===== config.mk =====
export PLATFORM = sky130hd
export DESIGN_NAME = fetch_unit
export DESIGN_NICKNAME = d
export VERILOG_FILES = /design/src/rtl/fetch_pkg.sv /design/src/rtl/fetch_queue.sv /design/src/rtl/fetch_unit.sv
export SDC_FILE = /design/constraint.sdc
export NUM_CORES = 1
export LEC_CHECK = 0
export CAP_MARGIN = 40
export CORE_ASPECT_RATIO = 1.4
export CORE_MARGIN = 2
export CORE_UTILIZATION = 46
export CTS_CLUSTER_SIZE = 25
export DETAILED_ROUTE_END_ITERATION = 10
export PLACE_DENSITY = 0.76
export SLEW_MARGIN = 0
export SYNTH_ARGS = -nofsm -noshare
export SYNTH_HDL_FRONTEND = slang
export SYNTH_SLANG_ARGS = --single-unit

===== constraint.sdc =====
create_clock -name clk -period 2.8 [get_ports clk]
set_input_delay 0.28 -clock clk [delete_from_list [all_inputs] [get_ports clk]]
set_output_delay 0.28 -clock clk [all_outputs]
set_load 0.05 [all_outputs]

===== src/rtl/fetch_pkg.sv =====
// fetch_pkg: shared widths for the instruction fetch stage
package fetch_pkg;
  localparam int INSTR_W = 18;
endpackage


===== src/rtl/fetch_queue.sv =====
// fetch_queue: synchronous FIFO with push/pop/flush, full/empty and occupancy count
module fetch_queue #(
  parameter int W = 8,
  parameter int DEPTH = 2
) (
  input  logic clk,
  input  logic rst_n,
  input  logic push,
  input  logic pop,
  input  logic flush,
  input  logic [W-1:0] wdata,
  output logic [W-1:0] rdata,
  output logic full,
  output logic empty,
  output logic [$clog2(DEPTH+1)-1:0] count
);
  localparam int AW = $clog2(DEPTH);
  localparam int CW = $clog2(DEPTH + 1);
  logic [W-1:0] mem [DEPTH];
  logic [AW-1:0] wr_ptr, rd_ptr;
  logic do_push, do_pop;
  assign do_push = push && !flush;
  assign do_pop = pop && !empty && !flush;
  assign empty = count == '0;
  assign full = count == CW'(DEPTH);
  assign rdata = empty ? '0 : mem[rd_ptr];
  always_ff @(posedge clk or negedge rst_n)
    if (!rst_n) begin
      wr_ptr <= '0;
      rd_ptr <= '0;
      count <= '0;
    end else if (flush) begin
      wr_ptr <= '0;
      rd_ptr <= '0;
      count <= '0;
    end else begin
      wr_ptr <= wr_ptr + AW'(do_push);
      rd_ptr <= rd_ptr + AW'(do_pop);
      count <= count + CW'(do_push) - CW'(do_pop);
    end
  always_ff @(posedge clk)
    if (do_push) mem[wr_ptr] <= wdata;
endmodule


===== src/rtl/fetch_unit.sv =====
// fetch_unit: fetch PC, req/ack instruction memory port and decode queue; FETCH_PERF_EN adds a bubble counter
module fetch_unit
  import fetch_pkg::*;
#(
  parameter int PC_W = 16,
  parameter int QDEPTH = 2,
  parameter logic [PC_W-1:0] RESET_PC = '0
) (
  input  logic clk,
  input  logic rst_n,
  output logic imem_req,
  output logic [PC_W-1:0] imem_addr,
  input  logic imem_ack,
  input  logic [INSTR_W-1:0] imem_rdata,
  output logic [INSTR_W-1:0] ir,
  output logic [PC_W-1:0] ir_pc,
  output logic ir_valid,
  input  logic ir_ready,
  input  logic redirect_valid,
  input  logic [PC_W-1:0] redirect_pc
`ifdef FETCH_PERF_EN
  ,
  input  logic perf_clr,
  output logic [15:0] perf_bubbles
`endif
);
  localparam int CW = $clog2(QDEPTH + 1);
  typedef struct packed {
    logic [INSTR_W-1:0] instr;
    logic [PC_W-1:0] pc;
  } fetch_entry_t;
  fetch_entry_t wentry, head;
  logic run, pend, drop, acc, push, pop, full, empty;
  logic [PC_W-1:0] fetch_pc, pend_addr;
  logic [CW-1:0] count;
  // a pending request is never withdrawn, so pend alone keeps req high
  assign imem_req = pend || (run && count < CW'(QDEPTH) && !redirect_valid);
  assign imem_addr = pend ? pend_addr : fetch_pc;
  assign acc = imem_req && imem_ack;
  assign push = acc && !drop && !redirect_valid;
  assign pop = ir_valid && ir_ready && !redirect_valid;
  assign ir_valid = !empty;
  assign wentry = {imem_rdata, imem_addr};
  assign ir = head.instr;
  assign ir_pc = head.pc;
  fetch_queue #(.W($bits(fetch_entry_t)), .DEPTH(QDEPTH)) u_queue (
    .clk(clk),
    .rst_n(rst_n),
    .push(push),
    .pop(pop),
    .flush(redirect_valid),
    .wdata(wentry),
    .rdata(head),
    .full(full),
    .empty(empty),
    .count(count)
  );
  always_ff @(posedge clk or negedge rst_n)
    if (!rst_n) begin
      run <= 1'b0;
      pend <= 1'b0;
      drop <= 1'b0;
      pend_addr <= '0;
      fetch_pc <= RESET_PC;
    end else begin
      run <= 1'b1;
      pend <= imem_req && !imem_ack;
      pend_addr <= imem_addr;
      drop <= (redirect_valid && pend && !imem_ack) || (drop && !acc);
      fetch_pc <= redirect_valid ? redirect_pc : fetch_pc + PC_W'(push);
    end
  always_ff @(posedge clk)
    if (rst_n) assert (!(push && full && !pop));
`ifdef FETCH_PERF_EN
  always_ff @(posedge clk or negedge rst_n)
    if (!rst_n) perf_bubbles <= '0;
    else if (perf_clr) perf_bubbles <= '0;
    else if (!ir_valid && !redirect_valid && perf_bubbles != 16'hFFFF) perf_bubbles <= perf_bubbles + 16'd1;
`endif
endmodule


# Yosys cells after proc, flatten, opt, wreduce, memory -nomap -nowiden
# Memory sizes are Yosys's and may differ from the RTL's.
# Index checks and enable logic that the tools add are counted.
# classes
add_sub_neg	5
order_cmp	1
mux	8
n_reduce_logical	22
# ops
operator	n
two-way mux 34 bit	1
two-way mux 16 bit	2
adder 16 x 1 -> 16 bit	1
logical AND 1 bit	14
zero test 1 bit	5
two-way mux 1 bit	4
adder 1 bit	2
adder 2 x 1 -> 2 bit	1
zero test 2 bit	1
logical OR 1 bit	2
< comparator 2 bit, second input constant	1
two-way mux 2 bit	1
subtractor 2 x 1 -> 2 bit	1
# totals
inputBits	39
n_memories	1
mem_bits_rw	68
register_bits	39
# mem_list
name	depth	width	read_ports	rd_clocked_by_memory_dff	write_ports	line_no	rtl
u_queue.mem	2	34	1	0	1	fetch_queue.sv:19	logic [W-1:0] mem [DEPTH];

# Depth between registers and ports, before layout
# Gate-level depths: netlist of run 1.
# depth
depth_word	11
mapped_depth	10

# Hierarchy
# A second synthesis of run 1 with hierarchy kept.
# hier_totals
cells_unflattened	309
hier_area_um2	4430.5
# modules_own_cells
module	seq_area_each_um2	cells_per_inst	area_per_inst_um2	instances
fetch_queue	2142.1	166	2820.2	1
fetch_unit	875.8	143	1610.3	1

# Worst setup path after synthesis of run 1
# OpenSTA, ideal clock, no wires.
# synth_path
path_type	register to register
from	register pend
to	memory u_queue.mem[1][0] (netlist bit) (enable)
path_stages_with_launch	5
period_less_slack_ps	2681
t_arrival_ps	2287
n_path_buf	1
setup_ps	394
slack_ps	119
path_cell_list	dfrtp_1 clkbuf_1 a21oi_1 nor4b_1 ha_1
# synth_via
elab_chain_len	7
# synth_lines
item	line_no	rtl
start: declaration	fetch_unit.sv:33	logic run, pend, drop, acc, push, pop, full, empty;
start signal: assignment	fetch_unit.sv:67	pend <= imem_req && !imem_ack;
logical OR 1 bit	fetch_unit.sv:37	assign imem_req = pend || (run && count < CW'(QDEPTH) && !redirect_valid);
logical AND 1 bit	fetch_unit.sv:39	assign acc = imem_req && imem_ack;
logical AND 1 bit (2 in a row)	fetch_unit.sv:40	assign push = acc && !drop && !redirect_valid;
logical AND 1 bit	fetch_queue.sv:22	assign do_push = push && !flush;
two-way mux 1 bit	fetch_queue.sv:42	if (do_push) mem[wr_ptr] <= wdata;
two-way mux 1 bit (implied by the code)	fetch_queue.sv:42	
end: declaration	fetch_queue.sv:19	
# Every way passes these cells.

# Worst setup path in the final report of run 1
# layout_path
from	register pend
to	output port imem_addr[13]
# layout_via
elab_chain_len	1
# layout_lines
item	line_no	rtl
two-way mux 16 bit	fetch_unit.sv:38	assign imem_addr = pend ? pend_addr : fetch_pc;
end: declaration	fetch_unit.sv:12	output logic [PC_W-1:0] imem_addr,
# Every way passes these cells.

==> impl_metrics.ini, run 1 <==
[status]
status = completed

[placement]
routabilityCongestion = 0.854
pre_cts_slack_ns = 0.00152
dpl.hpwl_um = 5430
port_buffers = 90
dp_cells = 502
dpl_cell_area_mm2 = 0.00547

[floorplan]
core_area_mm2 = 0.00935
rows = 42
initial_utilization = 0.466
die_height_um = 119
die-area_mm2 = 0.0103
ioPinCount = 91
die_x_um = 86.3

[clock_network]
cts_max_path_buffers = 2
h-tree-depth = 3
numCtsBuffers = 9
root_buffer = clkbuf_16
clk_pin_slew_worst_paths_ns = 0.06
cts_num_sinks = 107
worstSkewPairLatency_ns = 0.34
tritoncts = yes

[layout]
seqCellArea_mm2 = 0.00302
post-route-util = 0.619
syn2layout_area_growth_pct = 32.7
drive_gt1_frac = 0.130
fin_cells = 519
n_fill_cell = 736
fin_nets = 449
diodes = 0
multi_input_area_mm2 = 0.00126
final_cell_area_mm2 = 0.00579

[setup_path]
rr_worst_depth = 9
start_kind = register
reg2reg_from = u_queue.count[1]$_DFF_PN0_
max_stage_delay_ns = 0.90
crit_buf_inv = 2
crit_family = buffers and inverters
crit_slowest_cell = clkdlybuf4s50_1
cp.required_ns = 2.52
critPathKind = register to output port
worstPathMaxFanout = 12
cp.arrival_ns = 2.29
end_kind = output port
crit_chain = buf_4, o21ai_0, clkdlybuf4s50_1
r2r_slack_ns = 0.36
r2r_end = fetch_pc[14]$_DFF_PN0_

[sta]
slew_violations = 0
clock-skew-final_ns = 0.00627
final-hold-violation-count = 0
setup_viol = 0
layout_setup_ws_ns = 0.234
final.setup.tns_ns = 0
fin_hold_ws_ns = 0.434
maxSlewHeadroom = 0.645
fin_crit_sh = 0.916
fmax_mhz = 390
rsz0062_at_grt = false
period_needed_ns = 2.57
tightestPinTransition_ns = 0.531

[route]
vias = 2605
viasPerCell = 5.02
met2_length_um = 4250
wl_um = 7940
drc = 0
drt-pass1-iter-count = 4
met1Wirelength_um = 3320
antenna_left = 0
dr_wl_met3_um = 253
drtIter0Drc = 96
wl_per_cell_um = 15.3
top_layer_used = met4

[synth]
syn-mean-instance-area_um2 = 14.3
syn_area_mm2 = 0.00436
yosysWarningCount = 0
yosysUniqueCellTypes = 26
ys_ff_latch = 107
yosysSeqAreaShare = 0.692
syn_inst = 305
synth_fp_nets = 350

[power]
ir_drop_v = 0.000439
leakage_nw = 2.08
power.density_mw_per_mm2 = 689
power.total_mw = 3.99

[grt]
grt_pass1_vias = 2644
grt_overflow_total = 0
grt_antenna_before_repair = 0
grt_max_degree = 40
grt_pass1_wl_um = 12700
grtUsageTotal = 0.161

[flow_run]
drv_cap = 0

[min_path]
holdCritPathClass = input pin to async pin
## sequential cells by signal, indices dropped and copies added (netlist names)
name / cells
u_queue.rd_ptr: 1
u_queue.mem: 68
drop: 1
u_queue.count: 2
fetch_pc: 16
u_queue.wr_ptr: 1
pend_addr: 16
run: 1
pend: 1
## cells in the final DEF (no fill, tap or decap), types with 2 or more instances in the layout
cell type	n
nor3_1	4
nand3_1	4
clkbuf_16	10
o21ai_0	10
buf_12	4
o21ai_1	6
nor2_1	41
edfxtp_1	68
mux2_2	16
nand4_1	4
nand2_1	22
nor4_2	3
xor2_1	6
xnor2_1	11
inv_1	7
dfrtp_1	38
clkbuf_1	2
ha_1	4
clkdlybuf4s50_1	88
a21oi_1	2
ha_2	2
mux2i_1	34
buf_4	8
clkinv_2	2
## what timing repair did
| item | in CTS | in global routing |
|---|---|---|
| buffers inserted | 0 | 0 |
| hold endpoints to repair | 39 | 0 |
| hold buffers | 1 | 0 |
| resized for setup | 0 | 0 |
## kinds of logic (layout without fill, tap and decap cells)
kind of cell | Yosys count | after routing | synth area share
AND/OR/NAND/NOR | 84 | 84 | 0.0939
adder cells (fa/ha/maj) | 6 | 6 | 0.0172
multiplexers | 50 | 50 | 0.119
XOR/XNOR | 17 | 17 | 0.0342
flip-flops | 107 | 107 | 0.692
other | 1 | 1 | 0.000860
buffers and inverters | 21 | 125 | 0.0195
AO/OA/AOI/OAI | 19 | 19 | 0.0227
## where the power goes
group | switching (mW) | internal [mW] | total, mW | leakage [nW]
combinational | 0.551 | 0.325 | 0.876 | 0.835
sequential | 0.0629 | 1.79 | 1.85 | 1.09
clock | 0.515 | 0.745 | 1.26 | 0.152
total | 1.13 | 2.86 | 3.99 | 2.08
## final cells by class
cell class | instances | share of cell area
Clock buffer | 12 | 0.0445
Clock inverter | 4 | 0.00800
Inverter | 7 | 0.00454
Multi-Input combinational cell | 177 | 0.218
Sequential cell | 107 | 0.522
Tap cell | 110 | 0.0238
Timing Repair Buffer | 102 | 0.179
## worst max-delay path by stage
stage / startpoint / to / slack [ns] / cells past startpoint
floorplan: pend$_DFF_PN0_ / u_queue.mem[1][0]$_DFFE_PP_ / 0.12 / 4
global placement: redirect_valid / fetch_pc[14]$_DFF_PN0_ / 0.12 / 9
detailed placement: redirect_valid / fetch_pc[14]$_DFF_PN0_ / 0.002 / 9
CTS: pend$_DFF_PN0_ / imem_addr[13] / 0.16 / 3
global route: pend$_DFF_PN0_ / imem_addr[9] / 0.08 / 3
finish: pend$_DFF_PN0_ / imem_addr[13] / 0.23 / 3
## worst reg2reg max path: stages (launching register included)
cell and delay, ns:
dfrtp_1 0.42, nor2_1 0.10, a21oi_1 0.09, nor4b_1 0.41, ha_1 0.31, ha_1 0.26, nand4_1 0.20, nor4_2 0.33
xnor2_1 0.15, o21ai_1 0.07
## Yosys cell counts
| cell type | count | area (um2) |
|---|---|---|
| a21oi_1 | 2 | 10.0 |
| and4_1 | 1 | 8.76 |
| buf_2 | 5 | 25.0 |
| clkbuf_1 | 9 | 33.8 |
| conb_1 | 1 | 3.75 |
| dfrtp_1 | 39 | 976 |
| edfxtp_1 | 68 | 2040 |
| ha_1 | 6 | 75.1 |
| inv_1 | 7 | 26.3 |
| mux2_2 | 16 | 180 |
| mux2i_1 | 34 | 340 |
| nand2_1 | 22 | 82.6 |
| nand3_1 | 4 | 20.0 |
| nand4_1 | 4 | 25.0 |
| nand4_4 | 1 | 21.3 |
| nor2_1 | 42 | 158 |
| nor2b_1 | 1 | 6.26 |
| nor3_1 | 4 | 20.0 |
| nor4_2 | 3 | 37.5 |
| nor4_4 | 1 | 21.3 |
| nor4b_1 | 1 | 8.76 |
| o21ai_0 | 10 | 50.1 |
| o21ai_1 | 6 | 30.0 |
| o21ai_2 | 1 | 8.76 |
| xnor2_1 | 11 | 96.3 |
| xor2_1 | 6 | 52.6 |
## metal layers
layer,vias to the layer above,global-route usage
li1,1278,-
met1,1257,0.189
met2,63,0.285
met3,7,0.0263
met4,0,0.0703
met5,-,0
(Power assumes the default switching activity.)
==> inputs of run 2 (changes only) <==
--- a/config.mk
+++ b/config.mk
@@ -8,10 +8,12 @@
 export CAP_MARGIN = 40
 export CORE_ASPECT_RATIO = 1.4
 export CORE_MARGIN = 2
-export CORE_UTILIZATION = 46
+export CORE_UTILIZATION = 48
+export CTS_BUF_LIST = sky130_fd_sc_hd__clkbuf_4 sky130_fd_sc_hd__clkbuf_8
 export CTS_CLUSTER_SIZE = 25
 export DETAILED_ROUTE_END_ITERATION = 10
-export PLACE_DENSITY = 0.76
+export GPL_ROUTABILITY_DRIVEN = 0
+export PLACE_DENSITY = 0.79
 export SLEW_MARGIN = 0
 export SYNTH_ARGS = -nofsm -noshare
 export SYNTH_HDL_FRONTEND = slang
==> run 2 against run 1 <==
Against the previous run: utilization is 1.9 points higher; largest power group unchanged; non-clock buffer count is 2 higher; critical path type unchanged; global-route usage is 1.7 points higher; worst setup slack worse by 0.15 ns; final cell count is 0.19% lower; sequential cell count stayed put; total power is 6.9% lower; clock power is 22% lower; sequential power hardly changed; largest cell class unchanged; die area is 4.0% lower; critical path depth stayed put; hold slack worse by 0.19 ns.
==> impl_metrics.ini, run 2 (synthesis results as in run 1) <==
[min_path]
holdCritPathClass = input pin to async pin

[floorplan]
die_x_um = 84.5
core_area_mm2 = 0.00893
die-area_mm2 = 0.00987
rows = 41
die_height_um = 117
ioPinCount = 91
initial_utilization = 0.488

[route]
drt-pass1-iter-count = 4
drtIter0Drc = 103
wl_per_cell_um = 16.5
antenna_left = 0
viasPerCell = 5.23
drc = 0
wl_um = 8520
vias = 2710

[layout]
final_cell_mix = 88 x clkdlybuf4s50_1, 68 x edfxtp_1, 41 x nor2_1, 38 x dfrtp_1, 34 x mux2i_1
layout_commonest_cell = clkdlybuf4s50_1
largest_reg_flops = 68
n_fill_cell = 690
seqCellArea_mm2 = 0.00302
multi_input_area_mm2 = 0.00126
final_cell_area_mm2 = 0.00570
largest_registers = u_queue.mem (68), fetch_pc (16), pend_addr (16)
drive_gt1_frac = 0.136
fin_nets = 451
syn2layout_area_growth_pct = 30.7
top_register = u_queue.mem
post-route-util = 0.638
diodes = 0

[placement]
dpl.hpwl_um = 6030
pre_cts_slack_ns = 0.0458
port_buffers = 90
dpl_cell_area_mm2 = 0.00547

[clock_network]
ctsResizeCount = 0
numCtsBuffers = 9
cts_max_path_buffers = 2
worstSkewPairLatency_ns = 0.36
h-tree-depth = 3
post_cts_buffers = 0
cts_num_sinks = 107
clk_pin_slew_worst_paths_ns = 0.09
root_buffer = clkbuf_8
tritoncts = yes

[sta]
maxSlewHeadroom = 0.618
clock-skew-final_ns = 0.00514
rsz0062_at_grt = false
tightestPinTransition_ns = 0.567
layout_setup_ws_ns = 0.0892
slew_violations = 0
final.setup.tns_ns = 0
fmax_mhz = 369
final-hold-violation-count = 0
period_needed_ns = 2.71
fin_crit_sh = 0.968
setup_viol = 0

[power]
leakage_nw = 2.05
power.density_mw_per_mm2 = 652
ir_drop_v = 0.000337

[setup_path]
cp.arrival_ns = 2.43
r2r_slack_ns = 0.30
critPathKind = register to output port
cp.required_ns = 2.52
rr_worst_depth = 9
reg2reg_from = u_queue.count[1]$_DFF_PN0_
r2r_end = fetch_pc[10]$_DFF_PN0_
worstPathMaxFanout = 12
start_kind = register
end_kind = output port

[grt]
grt_max_degree = 39
grt_pass1_wl_um = 13300
grt_pass1_vias = 2825
grt_antenna_before_repair = 0
grt_overflow_total = 0
grtUsageTotal = 0.178

[status]
status = completed

[flow_run]
drv_cap = 0
-- run 2: cell count changes in the layout (fill, tap and decap cells not counted) --
cell,before,now
clkbuf_4,0,2
clkbuf_16,10,0
inv_4,1,0
buf_4,8,11
clkbuf_1,2,0
clkinv_1,0,1
clkinv_2,2,0
clkbuf_8,0,12
buf_12,4,3
-- run 2: what timing repair did --
item	in CTS	in global routing
endpoints found under the hold margin	39	0
hold buffers	1	0
setup endpoints to repair	0	0
-- run 2: stage by stage --
step	instances	total power, mW	hold WS [ns]
floorplan	305	2.44	-0.0156
global placement	500	2.75	0.430
detailed placement	501	2.77	0.0790
CTS	518	3.75	0.220
global route	518	3.86	0.244
finish	518	3.71	0.243
-- run 2: worst max-delay path: stages, from the launching register on --
cell	delay (ns)
dfrtp_1	0.46
buf_4	0.21
o21ai_0	0.48
clkdlybuf4s50_1	0.91
-- run 2: layout make-up --
class,count,share of cell area
clock buffers,14,0.0316
clock inverters,2,0.00593
inverters,7,0.00461
multi-input cells,177,0.222
flip-flops and latches,107,0.530
well taps,107,0.0235
repair buffers,104,0.182
-- run 2: report_power, final --
group	switching, mW	internal, mW
combinational	0.556	0.328
sequential	0.0678	1.79
clock	0.472	0.505
-- run 2: how the worst max path moves through the flow --
stage                   start                          end  slack (ns)  depth (start not counted)
3_3_place_gp   redirect_valid       fetch_pc[14]$_DFF_PN0_        0.15                         10
6_report       pend$_DFF_PN0_                imem_addr[13]        0.09                          3
3_5_place_dp   redirect_valid       fetch_pc[14]$_DFF_PN0_        0.05                         10
4_1_cts        pend$_DFF_PN0_                imem_addr[13]        0.05                          3
2_1_floorplan  pend$_DFF_PN0_  u_queue.mem[1][0]$_DFFE_PP_        0.12                          4
5_1_grt        pend$_DFF_PN0_                imem_addr[13]       0.006                          3
-- run 2: layer usage --
layer  up-vias  global-route usage  routed length, um  part of all wire
li1       1280                   -                  -                 -
met1      1336               0.202               3310              0.39
met2        77               0.328               4680              0.55
met3        17              0.0184                297             0.035
met4         0              0.0974                238             0.028
met5         -                   0                  0                 0
